`src/rtl/dallanma_ongorucu_pkg.sv`:
```
// Shared sizes, bit positions and counter encodings for the
// gshare branch predictor and its target buffer.
package dallanma_ongorucu_pkg;

  localparam int BTB_SATIR_VARSAYILAN = 32;
  localparam int PHT_SATIR_VARSAYILAN = 64;
  localparam int GGK_BIT_VARSAYILAN   = 6;

  localparam int PS_BIT      = 32;
  localparam int IDX_LSB     = 2;
  localparam int BTB_IDX_MSB = 6;
  localparam int BTB_TAG_LSB = 7;
  localparam int BTB_TAG_MSB = 31;
  localparam int PHT_IDX_MSB = 7;

  typedef enum logic [1:0] {
    GUCLU_ATLAMAZ = 2'b00,
    ZAYIF_ATLAMAZ = 2'b01,
    ZAYIF_ATLAR   = 2'b10,
    GUCLU_ATLAR   = 2'b11
  } pht_sayac_e;

  // Saturating 2-bit step toward the resolved direction.
  function automatic pht_sayac_e sayac_adim(
    input pht_sayac_e s,
    input logic       atladi
  );
    pht_sayac_e r;
    r = s;
    if (atladi) begin
      if (s != GUCLU_ATLAR) r = pht_sayac_e'(s + 2'd1);
    end else begin
      if (s != GUCLU_ATLAMAZ) r = pht_sayac_e'(s - 2'd1);
    end
    return r;
  endfunction

  function automatic logic [31:0] doygun_artir(
    input logic [31:0] x
  );
    return (&x) ? x : x + 32'd1;
  endfunction

endpackage

```
`src/rtl/dal_hedef_tamponu.sv`:
```
// Branch target buffer: direct mapped, one read and one write port.
// Ports: oku_ps_i -> oku_isabet_o/oku_hedef_o; yaz_i writes yaz_ps_i tag + yaz_hedef_i.
module dal_hedef_tamponu
  import dallanma_ongorucu_pkg::*;
#(
  parameter int SATIR = BTB_SATIR_VARSAYILAN
) (
  input  logic        clk_i,
  input  logic        rst_i,
  input  logic [31:0] oku_ps_i,
  output logic        oku_isabet_o,
  output logic [31:0] oku_hedef_o,
  input  logic        yaz_i,
  input  logic [31:0] yaz_ps_i,
  input  logic [31:0] yaz_hedef_i
);

  localparam int IW = $clog2(SATIR);
  localparam int TW = PS_BIT - IW - IDX_LSB;

  logic          gecerli [SATIR];
  logic [TW-1:0] etiket  [SATIR];
  logic [31:0]   hedef   [SATIR];

  logic [IW-1:0] oku_idx;
  logic [IW-1:0] yaz_idx;
  logic [TW-1:0] oku_etiket;
  logic [TW-1:0] yaz_etiket;
  logic          unused_bitler;

  assign oku_idx    = oku_ps_i[IDX_LSB +: IW];
  assign yaz_idx    = yaz_ps_i[IDX_LSB +: IW];
  assign oku_etiket = oku_ps_i[PS_BIT-1 -: TW];
  assign yaz_etiket = yaz_ps_i[PS_BIT-1 -: TW];

  // Byte offset of the PC never selects an entry.
  assign unused_bitler = ^{oku_ps_i[1:0], yaz_ps_i[1:0]};

  assign oku_isabet_o = gecerli[oku_idx] &&
                        (etiket[oku_idx] == oku_etiket);
  assign oku_hedef_o  = hedef[oku_idx];

  always_ff @(posedge clk_i or posedge rst_i) begin
    if (rst_i) begin
      for (int i = 0; i < SATIR; i++) gecerli[i] <= 1'b0;
    end else if (yaz_i) begin
      gecerli[yaz_idx] <= 1'b1;
    end
  end

  // Tag and target are qualified by the valid bit, so no reset.
  always_ff @(posedge clk_i) begin
    if (yaz_i && !rst_i) begin
      etiket[yaz_idx] <= yaz_etiket;
      hedef[yaz_idx]  <= yaz_hedef_i;
    end
  end

endmodule

```
`src/rtl/dallanma_ongorucu.sv`:
```
// Gshare direction predictor with BTB, non-speculative history and
// saturating branch/mispredict counters.
// Ports: ps_i -> ongoru_*; guncelle_* resolves; sayac_* are perf counters.
module dallanma_ongorucu
  import dallanma_ongorucu_pkg::*;
#(
  parameter int BTB_SATIR = BTB_SATIR_VARSAYILAN,
  parameter int PHT_SATIR = PHT_SATIR_VARSAYILAN,
  parameter int GGK_BIT   = GGK_BIT_VARSAYILAN
) (
  input  logic        clk_i,
  input  logic        rst_i,
  input  logic [31:0] ps_i,
  output logic        ongoru_gecerli_o,
  output logic        ongoru_atladi_o,
  output logic [31:0] ongoru_hedef_o,
  input  logic        guncelle_gecerli_i,
  input  logic        guncelle_atladi_i,
  input  logic [31:0] guncelle_ps_i,
  input  logic [31:0] guncelle_hedef_adresi_i,
  input  logic        dallanma_hata_i,
  output logic [31:0] sayac_dallanma_o,
  output logic [31:0] sayac_hata_o
);

  pht_sayac_e         pht [PHT_SATIR];
  logic [GGK_BIT-1:0] ggk;
  logic [31:0]        sayac_d;
  logic [31:0]        sayac_h;

  logic               btb_isabet;
  logic [31:0]        btb_hedef;
  logic [GGK_BIT-1:0] oku_idx;
  logic [GGK_BIT-1:0] yaz_idx;
  logic               isabet;
  logic               atladi;

  dal_hedef_tamponu #(
    .SATIR(BTB_SATIR)
  ) u_btb (
    .clk_i       (clk_i),
    .rst_i       (rst_i),
    .oku_ps_i    (ps_i),
    .oku_isabet_o(btb_isabet),
    .oku_hedef_o (btb_hedef),
    .yaz_i       (guncelle_gecerli_i && guncelle_atladi_i),
    .yaz_ps_i    (guncelle_ps_i),
    .yaz_hedef_i (guncelle_hedef_adresi_i)
  );

  assign oku_idx = ps_i[IDX_LSB +: GGK_BIT] ^ ggk;
  assign yaz_idx = guncelle_ps_i[IDX_LSB +: GGK_BIT] ^ ggk;

  // Gate with reset so outputs drop as soon as reset rises.
  assign isabet = btb_isabet && !rst_i;
  assign atladi = isabet && pht[oku_idx][1];

  assign ongoru_gecerli_o = isabet;
  assign ongoru_atladi_o  = atladi;
  assign ongoru_hedef_o   = atladi ? btb_hedef : ps_i + 32'd4;
  assign sayac_dallanma_o = sayac_d;
  assign sayac_hata_o     = sayac_h;

  always_ff @(posedge clk_i or posedge rst_i) begin
    if (rst_i) begin
      for (int i = 0; i < PHT_SATIR; i++) pht[i] <= ZAYIF_ATLAMAZ;
      ggk     <= '0;
      sayac_d <= '0;
      sayac_h <= '0;
    end else if (guncelle_gecerli_i) begin
      pht[yaz_idx] <= sayac_adim(pht[yaz_idx], guncelle_atladi_i);
      ggk          <= {ggk[GGK_BIT-2:0], guncelle_atladi_i};
      sayac_d      <= doygun_artir(sayac_d);
      if (dallanma_hata_i) sayac_h <= doygun_artir(sayac_h);
    end
  end

endmodule

```
`config.mk`:
```
export PLATFORM = sky130hd
export DESIGN_NAME = dallanma_ongorucu
export DESIGN_NICKNAME = d
export VERILOG_FILES = /design/src/rtl/dallanma_ongorucu_pkg.sv /design/src/rtl/dal_hedef_tamponu.sv /design/src/rtl/dallanma_ongorucu.sv
export SDC_FILE = /design/constraint.sdc
export NUM_CORES = 2
export LEC_CHECK = 0
export ABC_AREA = 1
export ABC_CLOCK_PERIOD_IN_PS = 12900
export BUFFER_PORTS_ARGS = -buffer_cell sky130_fd_sc_hd__buf_2
export CORE_ASPECT_RATIO = 0.75
export CORE_MARGIN = 8
export CORE_UTILIZATION = 30
export DETAILED_ROUTE_END_ITERATION = 12
export PLACE_DENSITY_LB_ADDON = 0.05
export SYNTH_ARGS = -nofsm -noshare
export SYNTH_HDL_FRONTEND = slang
export SYNTH_HIERARCHICAL = 1
export SYNTH_SLANG_ARGS = --single-unit
```
`constraint.sdc`:
```
create_clock -name clk_i -period 12.9 [get_ports clk_i]
set_input_delay 1.29 -clock clk_i [delete_from_list [all_inputs] [get_ports clk_i]]
set_output_delay 1.29 -clock clk_i [all_outputs]
set_load 0.03 [all_outputs]
```
After elaboration in Yosys (flattened, before gate mapping)
Memory sizes are Yosys's and may differ from the RTL's.
Index checks and enable logic that the tools add are counted.
- mux-type cells: 21
- bitwise gates (word level): 9
- equality and inequality tests: 2
- reductions and logical operators: 13
- $add $sub $neg: 5
- $lt $le $gt $ge: 6
- operator list (operator ; number):
    $bwmux W128 ; 1
    $add A32 B1 Y32 const B ; 2
    $reduce_and A32 Y1 ; 2
    $add A32 B3 Y32 const B ; 1
    $mux W32 ; 1
    $or A32 B32 Y32 ; 1
    $eq A25 B25 Y1 ; 1
    $bmux W2 S6 ; 2
    $mux W2 ; 9
    $ge A7 B7 Y1 const B ; 2
    $not A6 Y7 ; 2
    $demux W2 S6 ; 1
    $ge A6 B6 Y1 const B ; 2
    $not A5 Y6 ; 2
    $xor A6 B6 Y6 ; 2
    $logic_and A1 B1 Y1 ; 7
    $lt A7 B1 Y1 const B ; 1
    $lt A6 B1 Y1 const B ; 1
    $bmux W1 S5 ; 1
    $demux W1 S5 ; 1
    $mux W1 ; 5
    $reduce_and A3 Y1 ; 1
    $add A2 B1 Y2 const B ; 1
    $ne A2 B2 Y1 const B ; 1
    other kinds (5) ; 6
- bits in registers: 230
- input bits: 101
- output and inout port bits: 98
- RAM bits: 1824
- logic and storage cells: 157
- memories: 2
- memory list (name ; depth ; width ; rd ports ; clocked after memory_dff ; write ports ; line ; text):
    u_btb.hedef ; 32 ; 32 ; 1 ; 0 ; 1 ; dal_hedef_tamponu.sv:23 ; logic [31:0] hedef [SATIR];
    u_btb.etiket ; 32 ; 25 ; 1 ; 0 ; 1 ; dal_hedef_tamponu.sv:22 ; logic [TW-1:0] etiket [SATIR];

Depth between registers and ports, before layout
- word-level depth: 10
- depth in mapped cells: 24
- depth with buffers taken out: 20

Hierarchy
The synthesis kept the hierarchy.
- by module, submodules not included (module ; area each (um^2) ; seq. area each (um^2) ; cells each ; instances):
    dal_hedef_tamponu ; 73860.8 ; 55573.3 ; 5733 ; 1
    dallanma_ongorucu ; 12799.8 ; 5034.8 ; 1888 ; 1

Worst setup path before layout
Ideal clock, no wire load.
- path kind: input to register
- from: input rst_i
- to: memory u_btb/etiket[0][0] in the netlist's numbering (enable)
- buffers on the path: 0
- data arrival time: 6.344 ns
- data required time: 12.358 ns
- setup slack: 6.014 ns
- setup time: 0.542 ns
- stages on the path: 3
- cells stage by stage: inv_1 -> nand2_1 -> nor3_1
- longest elaborated chain between the ends: 4
- RTL lines (item ; line ; text):
    start: declaration ; dallanma_ongorucu.sv:12 ; input logic rst_i,
    $logic_not A1 Y1 (no line) ; -- ;
    $logic_and A1 B1 Y1 ; dal_hedef_tamponu.sv:53 ; if (yaz_i && !rst_i) begin
    $mux W1 ; dal_hedef_tamponu.sv:53 ;
    $mux W1 (not written as such) ; dal_hedef_tamponu.sv:54 ; etiket[yaz_idx] <= yaz_etiket;
    end: declaration ; dal_hedef_tamponu.sv:22 ;
Every way passes these cells.

Worst setup path after layout
- from: input ps_i[2]
- to: output ongoru_hedef_o[21]
- longest elaborated chain between the ends: 8
- elaborated cells on any way between the ends: 17
- classes of those cells: add/sub (1); eq/ne (1); mux (7); bitwise (3); reduce/logical (3); memory (2)
- RTL lines (item ; line ; text):
    start: declaration ; dallanma_ongorucu.sv:13 ; input logic [31:0] ps_i,
    parallel branches: the longest is 4 deep, another holds $mem_v2 Z32 W25 ; -- ;
    $logic_and A1 B1 Y1 (*) ; dal_hedef_tamponu.sv:39 ; assign oku_isabet_o = gecerli[oku_idx] &&
    named net btb_isabet ; dallanma_ongorucu.sv:31 ; logic btb_isabet;
    $logic_and A1 B1 Y1 (*) ; dallanma_ongorucu.sv:55 ; assign isabet = btb_isabet && !rst_i;
    $logic_and A1 B1 Y1 (*) ; dallanma_ongorucu.sv:56 ; assign atladi = isabet && pht[oku_idx][1];
    $mux W32 (*) ; dallanma_ongorucu.sv:60 ; assign ongoru_hedef_o = atladi ? btb_hedef : ps_i + 32'd4;
    end: declaration ; dallanma_ongorucu.sv:16 ; output logic [31:0] ongoru_hedef_o,
Mark *: on every way through the listed nets, which the timed path passes. The select of a mux whose other input is x is not followed.

==> results.toml <==
[critical_path]
worstPathArrival_ps = 7430
cpMostUsedCell = "nand2_1"
startpoint_type = "primary input"
crit_required_ps = 11610
r2r-end = "pht[39]"
cp_slowest_stage_delay_ps = 940
path_cells = "buf_8 > inv_16 > buf_4 > nand2_1 > nand3_1 > nand3_1 > nand2_1 > nand2_1 > nand3_1 > nand3b_1 > nand2_1 > inv_1 > nand2_1 > nor2_1 > nand3_1 > nor2_1 > inv_1 > nor2_4 > buf_4 > nand3_2 > nand2_1 > nand2_1 > buf_2"
worst-path-buf-inv = 7
slowest_stage = "nand3_2"
r2r_slack_ps = 8770
r2r_start = "ggk[2]"
crit_type = "in -> out"
crit_family = "simple AND/OR/NAND/NOR gates"
ff2ff_path_depth = 15
crit_fanout = 206
cp-end-kind = "output port"

[synthesis]
synthesis.nets = 7725
synth_ff_type = "edfxtp_1"
ys_seq_elements = 2054
yosysUniqueCellTypes = 41
synth_cells = 7621
ys_async_sr_fraction = 0.112
postSynthAreaPerCell_sq_um = 11.4
synth-edff-count = 1824
ys_warn_count = 6
syn_area_sq_um = 86700
ys_seq_area_frac = 0.699

[final_layout]
nets = 7826
drive_gt1_frac = 0.0926
final_area_sq_um = 98100
fillers = 28700
regArea_sq_um = 60600
area_growth_pct = 13.2
multiInputGateArea_sq_um = 22700

[clocking]
postCtsSetupBuffers = 0
postCtsHoldBufs = 0
clk_latency_ps = 870
tritoncts = "built"
clkSinkCount = 2054
cts-root-buf = "clkbuf_16"
clkSlewWorstSetupHoldPaths_ps = 60
cts_resized = 0
clk_path_buf_depth = 4
htreeDepth = 4
cts_made_buffers = 228

[drt]
drtPass1Iterations = 7
vias_per_cell = 5.12
wl_per_cell_microns = 27.8
drc = 0
dr_total_vias = 59900
finalWirelength_mm = 325
detail_route.iter0.violations = 5469
drtAntennaViolNets = 0

[die]
core_sq_um = 288000
rows = 171
die_h_microns = 481
die_width_microns = 637
dieArea_sq_um = 307000
start_util = 0.300
ios = 199

[sta]
rsz0062_at_grt = "false"
min_period_ps = 8720
post-route-period-util = 0.676
fin_setup_tns_ps = 0
worst_slew_pin_slew_ps = 1260
fmax_mhz = 115
skew_ps = 51.3
hold_viol = 0
relSlewSlack = 0.159
slew_viol_final = 0
setup_viol = 0

[pwr]
netSwitchingPower_mw = 4.02
clockPowerShare = 0.399
combPwrFrac = 0.103
power.internal_mw = 11.3
p_leak_nw = 34.5
swShare = 0.262
power_frac_seq = 0.499
max-vdd-ir-drop_mv = 0.110
pwr_density_cell_nw_per_um2 = 156

[run_status]
status = "completed"

[worst_hold_path]
min_path_cells = 2
hold_end = "u_btb/gecerli[10]"
hp-start = "u_btb/gecerli[10]"
hp-class = "reg -> reg"

[global_route]
grt_pass1_vias = 57700
grt_start_max_net_pins = 207
grt_overflow_total = 0
grt_use_total = 0.205
antenna_found_initial = 41
grt_first_pass_wirelength_mm = 457

[placement]
portBuffers = 196
gp_congestion = 0.776
dp_hpwl_mm = 171
dpl_cell_area_sq_um = 91400

[run]
drv_cap = 0
[through the flow]
stage / power (mW) / std cells / worst slack (ps) / hold WS, ps / util
2_1_floorplan: 8.75 / 7621 / 6010 / 422 / -
3_3_place_gp: 9.37 / 11300 / 4100 / 436 / 0.317
3_5_place_dp: 9.37 / 11300 / 4040 / 438 / 0.317
4_1_cts: 15.5 / 11700 / 4040 / 455 / 0.340
5_1_grt: 16.0 / 11700 / 3760 / 476 / 0.340
6_report: 15.3 / 11700 / 4180 / 452 / 0.340
[cell usage in the layout, fill, tap and decap left out, types with 7 or more instances in the layout]
cell | synthesis | layout
nand2_2 | 6 | 8
o21bai_1 | 9 | 9
clkbuf_1 | 171 | 79
nor4_1 | 10 | 10
dfrtp_1 | 166 | 166
clkbuf_16 | 0 | 229
nand3b_1 | 15 | 15
a32oi_1 | 29 | 29
o211ai_1 | 38 | 38
nand4_1 | 55 | 55
buf_2 | 179 | 191
buf_4 | 49 | 139
nor2_4 | 0 | 26
a21oi_1 | 12 | 12
buf_12 | 0 | 7
nor3_2 | 0 | 7
a31oi_1 | 32 | 32
clkinv_2 | 0 | 17
o221ai_1 | 204 | 204
o21ai_0 | 567 | 567
nor3_1 | 53 | 46
nand2_1 | 1855 | 1853
nand3_1 | 1005 | 1004
inv_1 | 278 | 275
xnor2_1 | 39 | 38
bufinv_16 | 0 | 7
o22ai_1 | 52 | 52
xor2_1 | 54 | 54
dfstp_2 | 64 | 64
clkinv_1 | 2 | 54
edfxtp_1 | 1824 | 1824
nor2_1 | 761 | 735
[sequential cells by signal (all words and copies together) (netlist names)]
| name | cells |
|---|---|
| u_btb/hedef | 1024 |
| u_btb/etiket | 800 |
| pht | 128 |
| sayac_dallanma_o | 32 |
| sayac_hata_o | 32 |
| u_btb/gecerli | 32 |
| ggk | 6 |
[per-layer routing]
layer	vias up	routed length, microns	GRT usage
li1	27300	-	-
met1	30600	154000	0.300
met2	1630	146000	0.323
met3	456	15100	0.0241
met4	2	9360	0.0537
met5	-	13	0
[area by class of cell]
| type | instances | share of cell area |
|---|---|---|
| Inverter | 284 | 0.0115 |
| Clock inverter | 84 | 0.00583 |
| Clock buffer | 314 | 0.0623 |
| Antenna cell | 4 | 0.000102 |
| Sequential cell | 2054 | 0.618 |
| Tap cell | 3806 | 0.0485 |
| Timing Repair Buffer | 341 | 0.0224 |
| Multi-Input combinational cell | 4813 | 0.232 |
[worst reg2reg max path, cell delays in order, from the launching register on]
cell	delay (ps)
dfrtp_1	410
inv_1	110
nand2_1	70
nand2_2	440
clkinv_1	850
nor2_1	520
nand3_1	110
nand2_1	80
inv_1	40
nand2_1	120
nand3_1	100
nand3_1	100
nand2_2	90
nand2_4	700
nand3_1	170
nand2_1	110
[power groups by stage]
stage          clock [mW]  sequential (mW)  combinational (mW)
3_3_place_gp            0             7.78                1.59
2_1_floorplan           0             7.78               0.969
3_5_place_dp            0             7.78                1.59
5_1_grt              6.54             7.68                1.74
6_report             6.12             7.65                1.57
4_1_cts              6.30             7.65                1.60
[cell usage after synthesis (2+ instances only)]
master,n,share of area
nand4_1,55,0.0040
nor4_1,10,0.00072
o21ai_1,2,0.00012
ha_1,3,0.00043
o22ai_1,52,0.0038
xnor2_2,2,0.00038
nor2_1,761,0.033
xor2_1,54,0.0055
buf_1,28,0.0012
a21oi_1,12,0.00069
inv_4,2,0.00014
inv_1,278,0.012
nand2_2,6,0.00043
o21bai_1,9,0.00078
buf_2,179,0.010
clkinv_1,2,0.000087
dfrtp_1,166,0.048
nand2_4,3,0.00039
o211ai_1,38,0.0033
a32oi_1,29,0.0029
dfstp_2,64,0.019
buf_6,42,0.0055
o21ai_0,567,0.033
nor3_1,53,0.0031
nand3b_1,15,0.0013
a31oi_1,32,0.0023
buf_4,49,0.0042
edfxtp_1,1824,0.63
nand2_1,1855,0.080
nand3_1,1005,0.058
xnor2_1,39,0.0039
inv_2,2,0.000087
nand3_2,2,0.00023
o221ai_1,204,0.021
clkbuf_1,171,0.0074
[cells by family after synthesis]
group	count (synthesis)	share of synthesized area
and+or+nand+nor	3769	0.182
DFF	2054	0.699
AOI/OAI and AO/OA	946	0.0674
buffers and inverters	754	0.0412
xor gates and xnor gates	95	0.00977
adders and majority gates	3	0.000433
[worst max path at each step]
stage,cells after the start,to,startpoint
floorplan,3,u_btb/etiket[0][0],rst_i
global placement,24,ongoru_hedef_o[21],ps_i[2]
detailed placement,22,ongoru_hedef_o[21],ps_i[3]
CTS,22,ongoru_hedef_o[21],ps_i[3]
global route,24,ongoru_hedef_o[21],ps_i[2]
finish,23,ongoru_hedef_o[21],ps_i[2]
(Power assumes the default switching activity.)
